<file path="src/rtl/cpu_types_pkg.sv">
// Shared CPU types: word and RAM state encodings plus the memory arbiter FSM states.
package cpu_types_pkg;

   localparam int unsigned WORD_BITS = 32;
   typedef logic [WORD_BITS-1:0] word_t;

   typedef enum logic [1:0] {FREE, BUSY, ACCESS, ERROR} ramstate_t;

   typedef enum logic [2:0] {IDLE, IACC, DACC, IRESP, DRESP} arb_state_t;

   localparam int unsigned ARB_TIMEOUT_DEF = 64;

endpackage

</file>
<file path="src/rtl/mem_timeout_ctr.sv">
// Access-state watchdog for mem_arbiter; only instantiated when MEM_TIMEOUT_EN is defined.
module mem_timeout_ctr #(
   parameter int unsigned TIMEOUT_CYC = 64
) (
   input  logic CLK,
   input  logic RST,
   input  logic clear,
   input  logic enable,
   output logic expired
);

   localparam int unsigned CNT_W = ($clog2(TIMEOUT_CYC) > 8) ? $clog2(TIMEOUT_CYC) : 8;

   logic [CNT_W-1:0] cnt_q;

   always_ff @(posedge CLK or posedge RST) begin
      if (RST) begin
         cnt_q <= '0;
      end else if (clear) begin
         cnt_q <= '0;
      end else if (enable) begin
         cnt_q <= cnt_q + CNT_W'(1);
      end
   end

   assign expired = enable && (cnt_q == CNT_W'(TIMEOUT_CYC - 1));

endmodule

</file>
<file path="src/rtl/mem_arbiter.sv">
// Single-port RAM arbiter: data has priority over fetch, one-cycle registered hits.
// Optional access watchdog enabled by defining MEM_TIMEOUT_EN.
module mem_arbiter
   import cpu_types_pkg::*;
#(
   parameter int unsigned WORD_W      = 32,
   parameter int unsigned TIMEOUT_CYC = ARB_TIMEOUT_DEF
) (
   input  logic              CLK,
   input  logic              RST,
   input  logic              iREN,
   input  logic [WORD_W-1:0] iaddr,
   output logic              ihit,
   output logic [WORD_W-1:0] iload,
   input  logic              dREN,
   input  logic              dWEN,
   input  logic [WORD_W-1:0] daddr,
   input  logic [WORD_W-1:0] dstore,
   output logic              dhit,
   output logic [WORD_W-1:0] dload,
   output logic              ramREN,
   output logic              ramWEN,
   output logic [WORD_W-1:0] ramaddr,
   output logic [WORD_W-1:0] ramstore,
   input  logic [WORD_W-1:0] ramload,
   input  ramstate_t         ramstate,
   output logic              busy,
   output logic              mem_err
);

   if (TIMEOUT_CYC < 2) begin : g_bad_timeout
      $error("TIMEOUT_CYC must be at least 2");
   end

   arb_state_t        state_q, state_d;
   logic [WORD_W-1:0] iload_q, iload_d;
   logic [WORD_W-1:0] dload_q, dload_d;
   logic              mem_err_q, mem_err_d;
   logic              ihit_q, dhit_q;
   logic              in_acc;
   logic              timed_out;

   assign in_acc = (state_q == IACC) || (state_q == DACC);

`ifdef MEM_TIMEOUT_EN
   mem_timeout_ctr #(
      .TIMEOUT_CYC (TIMEOUT_CYC)
   ) u_timeout (
      .CLK     (CLK),
      .RST     (RST),
      .clear   (~in_acc),
      .enable  (in_acc),
      .expired (timed_out)
   );
`else
   assign timed_out = 1'b0;
`endif

   always_comb begin
      state_d   = state_q;
      iload_d   = iload_q;
      dload_d   = dload_q;
      mem_err_d = mem_err_q;
      ramREN    = 1'b0;
      ramWEN    = 1'b0;
      ramaddr   = '0;
      ramstore  = '0;

      unique case (state_q)
         IDLE: begin
            if (dREN || dWEN) begin
               state_d = DACC;
            end else if (iREN) begin
               state_d = IACC;
            end
         end
         IACC: begin
            ramaddr = iaddr;
            ramREN  = iREN;
            if (!iREN) begin
               state_d = IDLE;
            end else if (ramstate == ACCESS) begin
               iload_d = ramload;
               state_d = IRESP;
            end else if (ramstate == ERROR || timed_out) begin
               mem_err_d = 1'b1;
               state_d   = IDLE;
            end
         end
         DACC: begin
            // write wins when both strobes are high
            ramaddr  = daddr;
            ramstore = dstore;
            ramWEN   = dWEN;
            ramREN   = dREN & ~dWEN;
            if (!dREN && !dWEN) begin
               state_d = IDLE;
            end else if (ramstate == ACCESS) begin
               if (!dWEN) begin
                  dload_d = ramload;
               end
               state_d = DRESP;
            end else if (ramstate == ERROR || timed_out) begin
               mem_err_d = 1'b1;
               state_d   = IDLE;
            end
         end
         IRESP, DRESP: begin
            state_d = IDLE;
         end
         default: begin
            state_d = IDLE;
         end
      endcase
   end

   always_ff @(posedge CLK or posedge RST) begin
      if (RST) begin
         state_q   <= IDLE;
         iload_q   <= '0;
         dload_q   <= '0;
         mem_err_q <= 1'b0;
         ihit_q    <= 1'b0;
         dhit_q    <= 1'b0;
      end else begin
         state_q   <= state_d;
         iload_q   <= iload_d;
         dload_q   <= dload_d;
         mem_err_q <= mem_err_d;
         ihit_q    <= (state_d == IRESP);
         dhit_q    <= (state_d == DRESP);
      end
   end

   assign ihit    = ihit_q;
   assign dhit    = dhit_q;
   assign iload   = iload_q;
   assign dload   = dload_q;
   assign mem_err = mem_err_q;
   assign busy    = (state_q != IDLE);

endmodule

</file>
<file path="config.mk">
export PLATFORM = sky130hd
export DESIGN_NAME = mem_arbiter
export DESIGN_NICKNAME = d
export VERILOG_FILES = /design/src/rtl/cpu_types_pkg.sv /design/src/rtl/mem_timeout_ctr.sv /design/src/rtl/mem_arbiter.sv
export SDC_FILE = /design/constraint.sdc
export NUM_CORES = 1
export LEC_CHECK = 0
export ABC_AREA = 0
export BUFFER_PORTS_ARGS = -buffer_cell sky130_fd_sc_hd__buf_2
export CAP_MARGIN = 5
export CELL_PAD_IN_SITES_DETAIL_PLACEMENT = 0
export CELL_PAD_IN_SITES_GLOBAL_PLACEMENT = 1
export CORE_MARGIN = 1
export CORE_UTILIZATION = 28
export DETAILED_ROUTE_END_ITERATION = 8
export PLACE_DENSITY = 0.88
export SETUP_SLACK_MARGIN = 0.05
export SLEW_MARGIN = 20
export SYNTH_ARGS = -nofsm -noshare
export SYNTH_HDL_FRONTEND = slang
export SYNTH_SLANG_ARGS = --single-unit
</file>
<file path="constraint.sdc">
create_clock -name CLK -period 2.3 [get_ports CLK]
set_input_delay 0.115 -clock CLK [delete_from_list [all_inputs] [get_ports CLK]]
set_output_delay 0.115 -clock CLK [all_outputs]
set_load 0.02 [all_outputs]
</file>
==> impl_metrics.ini, run 1 <==
[grt]
met3_usage_pct = 4.21
grt.busiest_layer = met2
antenna_found_initial = 0
grt_pass1_vias = 3044
grt_start_max_net_pins = 68
grt_pass1_wl_um = 16000
grt.overflow.total = 0
grt_usage_pct = 16.6
use_met1_pct = 22.5
grt_util_met2_pct = 26.0

[place]
io_buffer_count = 268
gp_congestion = 0.956
hpwlAfterDp_um = 7970
preCtsSetupSlack_ns = 0.516

[setup_path]
cp_slowest_cell = buf_4
critical_path.cell_chain = nor3b_4 > buf_4 > a22o_1 > buf_2
cp_max_fo = 67
crit_family = buffers and inverters
regToRegSetupSlack_ns = 0.49
cp-start-kind = flip-flop
reg2reg_to = state_q[2]
slowest_delay_ns = 0.50
worstPathRequired_ns = 2.18
path_buf_inv = 2
crit_type = reg -> out
worst_ep_arrival_time_ns = 2.00
end_kind = output pin
reg2reg_from = state_q[2]
rr_worst_depth = 4

[clocking]
cts_hold_buf = 1
htreeDepth = 3
cts_made_buffers = 9
clk_latency_ns = 0.32
clock_sinks = 70
cts_tree = yes
cts_resized = 0
root_buffer = clkbuf_16
path_clk_slew_ns = 0.06
clockBufferDepth = 2
cts_setup_buffers = 0

[sta]
rsz0062_at_grt = false
holdWs_ns = 0.0196
max_slew_margin_pct = 47.0
worstMarginPinSlew_ns = 0.794
fmax_mhz = 474
fin_skew_ns = 0.00719
timing.final.ws_setup_ns = 0.189
finalHoldViolCount = 0
drv_slew = 0
fin_crit_sh_pct = 91.8
setup_viol = 0
finalCriticalPeriod_ns = 2.11
setup-tns-final_ns = 0

[synthesis]
synthArstFlopShare_pct = 100
ys_warn_count = 0
avgSynthCellArea_um2 = 14.1
ys_seq_elements = 70
synth-simple-area-share_pct = 9.06
synth_top_family_by_area = multiplexers
synth_edf_count = 0
synth_most_common_cell = dfrtp_1
synthAdderAreaFrac_pct = 0
synth_top_area_cell = dfrtp_1
synth_ff_type = dfrtp_1
synth_cells = 237
syn-num-nets = 372
synth_area_leaders = dfrtp_1, mux2_4, mux2_1
synth_area_um2 = 3340
synth_compound_area_share_pct = 9.73
synthMuxAreaShare_pct = 24.9
synthXorXnorAreaFrac_pct = 0
synth-seq-area-share_pct = 52.4
synth_cell_types = 26
synth_top_area_share_pct = 52.4
synth_common_cells = dfrtp_1, and2_1, a22o_1

[layout]
nNetsFinal = 643
drive_above_1_share_pct = 64.7
num-fill-cells = 1069
area_growth_pct = 54.6
n_antenna_cell = 0

[run_status]
status = finished, violations left
violations = DRC

[routing]
drcViolationCount = 24
vias = 3047
drt_iter0_markers = 130
routed_wl_um = 10200
drtAntennaViolNets = 0
avgViaCountPerCell = 4.64
drt-pass1-iter-count = 7
wl_per_cell_um = 15.6

[floorplan]
start_util_pct = 29.0
die-width_um = 111
io_pins = 269
die_h_um = 111
row_count = 39
dieArea_um2 = 12400
core_um2 = 11500

[power]
pwr-share-seq_pct = 34.1
netSwitchingFraction_pct = 33.9
p_leak_nw = 3.06
design_power_total_mw = 4.85
combPwrFrac_pct = 35.2
pwr-share-clk_pct = 30.7
switchingPower_mw = 1.64
intPower_mw = 3.21
vdd_drop_max_mv = 0.375
p_per_area_nw_per_um2 = 938

[run]
cap_violations = 0

[min_path]
holdPathStages = 2
hp-start = ramstate[0]
min_path_type = in -> reg
hold_path_end = dhit
==> power by group through the flow <==
stage | combinational, mW | sequential [mW] | clock [mW]
5_1_grt | 1.81 | 1.69 | 1.60
6_report | 1.71 | 1.65 | 1.49
4_1_cts | 1.72 | 1.65 | 1.54
3_3_place_gp | 1.69 | 1.66 | 0
2_1_floorplan | 0.736 | 2.00 | 0
3_5_place_dp | 1.71 | 1.67 | 0
==> registers in the layout (all words and copies together) (netlist names) <==
name	flops
mem_err	1
ihit	1
iload	32
state_q	3
dload	32
dhit	1
==> worst max path at each step <==
stage	from	end	slack [ns]	cells after the start
floorplan	RST	dhit	0.42	1
global placement	state_q[2]	state_q[2]	0.59	4
detailed placement	state_q[2]	state_q[2]	0.52	4
CTS	state_q[2]	ramaddr[10]	0.20	4
global route	state_q[2]	ramREN	0.06	4
finish	state_q[2]	ramaddr[10]	0.19	4
==> layout make-up <==
type | count | area [um2] | share of cell area, %
flip-flops and latches | 70 | 1750 | 33.9
multi-input cells | 147 | 1480 | 28.6
repair buffers | 277 | 1420 | 27.6
clock buffers | 10 | 229 | 4.43
well taps | 143 | 179 | 3.46
clock inverters | 6 | 93.8 | 1.82
inverters | 3 | 11.3 | 0.218
==> per-stage QoR <==
stage	util (%)	cells	cell area [um2]
6_report	44.9	656	5170
5_1_grt	44.9	656	5170
4_1_cts	44.9	656	5170
3_5_place_dp	42.0	639	4830
3_3_place_gp	42.0	639	4830
2_1_floorplan	-	237	3340
==> layout by cell type, fill, tap and decap left out, drive strengths merged <==
cell type | synthesis | final
buf | 11 | 276
nor2b | 2 | 2
dlygate4sd3 | 0 | 1
mux2 | 64 | 64
nor3 | 1 | 1
nor3b | 4 | 4
a22oi | 1 | 1
clkbuf | 6 | 10
and2 | 33 | 33
dfrtp | 70 | 70
a2111oi | 1 | 1
nor2 | 1 | 1
a22o | 32 | 32
inv | 3 | 4
and3 | 1 | 1
a32o | 1 | 1
nand4 | 1 | 1
o21ai | 2 | 2
nand2 | 1 | 1
a41oi | 1 | 1
or2 | 1 | 1
clkinvlp | 0 | 1
bufinv | 0 | 2
clkinv | 0 | 2
==> logic make-up after synthesis <==
group / count (synthesis)
AOI/OAI and AO/OA: 38
buffers and inverters: 20
DFF: 70
muxes: 64
and+or+nand+nor: 45
==> routing by layer <==
| layer | wire [um] | vias up |
|---|---|---|
| met2 | 4900 | 169 |
| met4 | 83 | 0 |
| met3 | 863 | 6 |
| met5 | 0 | - |
| li1 | - | 1400 |
| met1 | 4390 | 1472 |
No activity file was read; power rests on OpenSTA's default activity.
==> inputs of run 2 (changes only) <==
--- a/config.mk
+++ b/config.mk
@@ -8,12 +8,10 @@
 export ABC_AREA = 0
 export BUFFER_PORTS_ARGS = -buffer_cell sky130_fd_sc_hd__buf_2
 export CAP_MARGIN = 5
-export CELL_PAD_IN_SITES_DETAIL_PLACEMENT = 0
-export CELL_PAD_IN_SITES_GLOBAL_PLACEMENT = 1
-export CORE_MARGIN = 1
-export CORE_UTILIZATION = 28
+export CORE_AREA = 2 2 104 106
 export DETAILED_ROUTE_END_ITERATION = 8
-export PLACE_DENSITY = 0.88
+export DIE_AREA = 0 0 106 108
+export PLACE_DENSITY = 0.78
 export SETUP_SLACK_MARGIN = 0.05
 export SLEW_MARGIN = 20
 export SYNTH_ARGS = -nofsm -noshare
==> impl_metrics.ini, run 2 (synthesis results as in run 1) <==
[min_path]
hold_path_end = iload[8]
min_path_type = in -> reg
holdPathStages = 2
hp-start = ramload[8]

[layout]
num-fill-cells = 912
finalInstanceArea_um2 = 5200
layout_common_cells = buf_2, dfrtp_1, and2_1
nNetsFinal = 658
multi_input_area_um2 = 1480
drive_above_1_share_pct = 63.1
final_common_cell = buf_2
n_antenna_cell = 0
layout.cells.non_filler = 664
area_growth_pct = 55.6
ff_latch_area_um2 = 1750
final_util_pct = 50.8

[setup_path]
worst_ep_arrival_time_ns = 1.93
reg2reg_from = state_q[2]
rr_worst_depth = 4
cp_max_fo = 55
regToRegSetupSlack_ns = 0.61
reg2reg_to = dload[22]
crit_type = reg -> out
cp-start-kind = flip-flop
end_kind = output pin
worstPathRequired_ns = 2.18

[routing]
vias = 3137
avgViaCountPerCell = 4.72
drcViolationCount = 0
wl_per_cell_um = 17.7
routed_wl_um = 11800
drt-pass1-iter-count = 4
drt_iter0_markers = 188
drtAntennaViolNets = 0

[clocking]
clock_sinks = 70
htreeDepth = 3
clk_latency_ns = 0.34
root_buffer = clkbuf_8
clockBufferDepth = 2
cts_tree = yes
cts_setup_buffers = 0
cts_made_buffers = 9
path_clk_slew_ns = 0.08

[floorplan]
die_h_um = 108
dieArea_um2 = 11400
start_util_pct = 32.7
core_um2 = 10200
io_pins = 269
die-width_um = 106
row_count = 37

[place]
hpwlAfterDp_um = 9430
place_area_um2 = 4840
io_buffer_count = 268
place_inst = 632
gp_congestion = 0.884
preCtsSetupSlack_ns = 0.539

[sta]
fin_crit_sh_pct = 89.1
finalHoldViolCount = 0
worstMarginPinSlew_ns = 0.430
rsz0062_at_grt = false
finalCriticalPeriod_ns = 2.05
fin_skew_ns = 0.00986
drv_slew = 0
fmax_mhz = 488
max_slew_margin_pct = 71.3
holdWs_ns = 0.0162
timing.final.ws_setup_ns = 0.251
setup_viol = 0
setup-tns-final_ns = 0

[grt]
grt.busiest_layer = met2
grt_util_met2_pct = 34.5
grt_pass1_wl_um = 17200
grt_start_max_net_pins = 56
antenna_found_initial = 0
grt_pass1_vias = 3232
grt.overflow.total = 0
grt_usage_pct = 19.9
met3_usage_pct = 5.24
use_met1_pct = 23.5

[power]
p_per_area_nw_per_um2 = 847
design_power_total_mw = 4.40
p_leak_nw = 3.08
vdd_drop_max_mv = 0.346

[run_status]
status = finished clean

[run]
cap_violations = 0
-- run 2: report_power, final --
group / total [mW] / internal (mW) / switching, mW / leakage (nW)
Combinational: 1.76 / 0.768 / 0.992 / 2.07
Clock: 0.982 / 0.504 / 0.478 / 0.0996
Sequential: 1.66 / 1.50 / 0.158 / 0.906
-- run 2: worst max-delay path, stage by stage, from the launching register on --
cell and delay, ns:
dfrtp_1 0.46, nor3b_4 0.31, buf_6 0.34, a22o_1 0.26, buf_2 0.19
-- run 2: layout make-up --
type                       count  area share, %
sequential                    70           33.7
timing repair buffer         292           30.6
multi-input combinational    147           28.4
tap                          136           3.27
clock buffer                   9           2.38
clock inverter                 7           1.42
inverter                       3          0.217
-- run 2: repair_timing --
item / in CTS / in global routing
endpoints found under the setup margin: 0 / 4
endpoints found under the hold margin: 37 / 0
resized for setup: 0 / 1
hold buffers: 16 / 0
-- run 2: routing by layer --
layer,part of all wire [%],routed length (um),vias up
met5,0,0,-
met4,2.6,308,0
li1,-,-,1426
met3,7.4,867,17
met2,51,6050,166
met1,39,4530,1528
-- run 2: worst max path at each step --
stage,from,endpoint,slack (ns),cells past startpoint
floorplan,RST,dhit,0.42,1
global placement,state_q[2],ramaddr[9],0.61,4
detailed placement,state_q[2],dhit,0.54,4
CTS,state_q[2],ramaddr[8],0.16,4
global route,state_q[2],ramaddr[8],0.13,4
finish,state_q[2],ramaddr[8],0.25,4
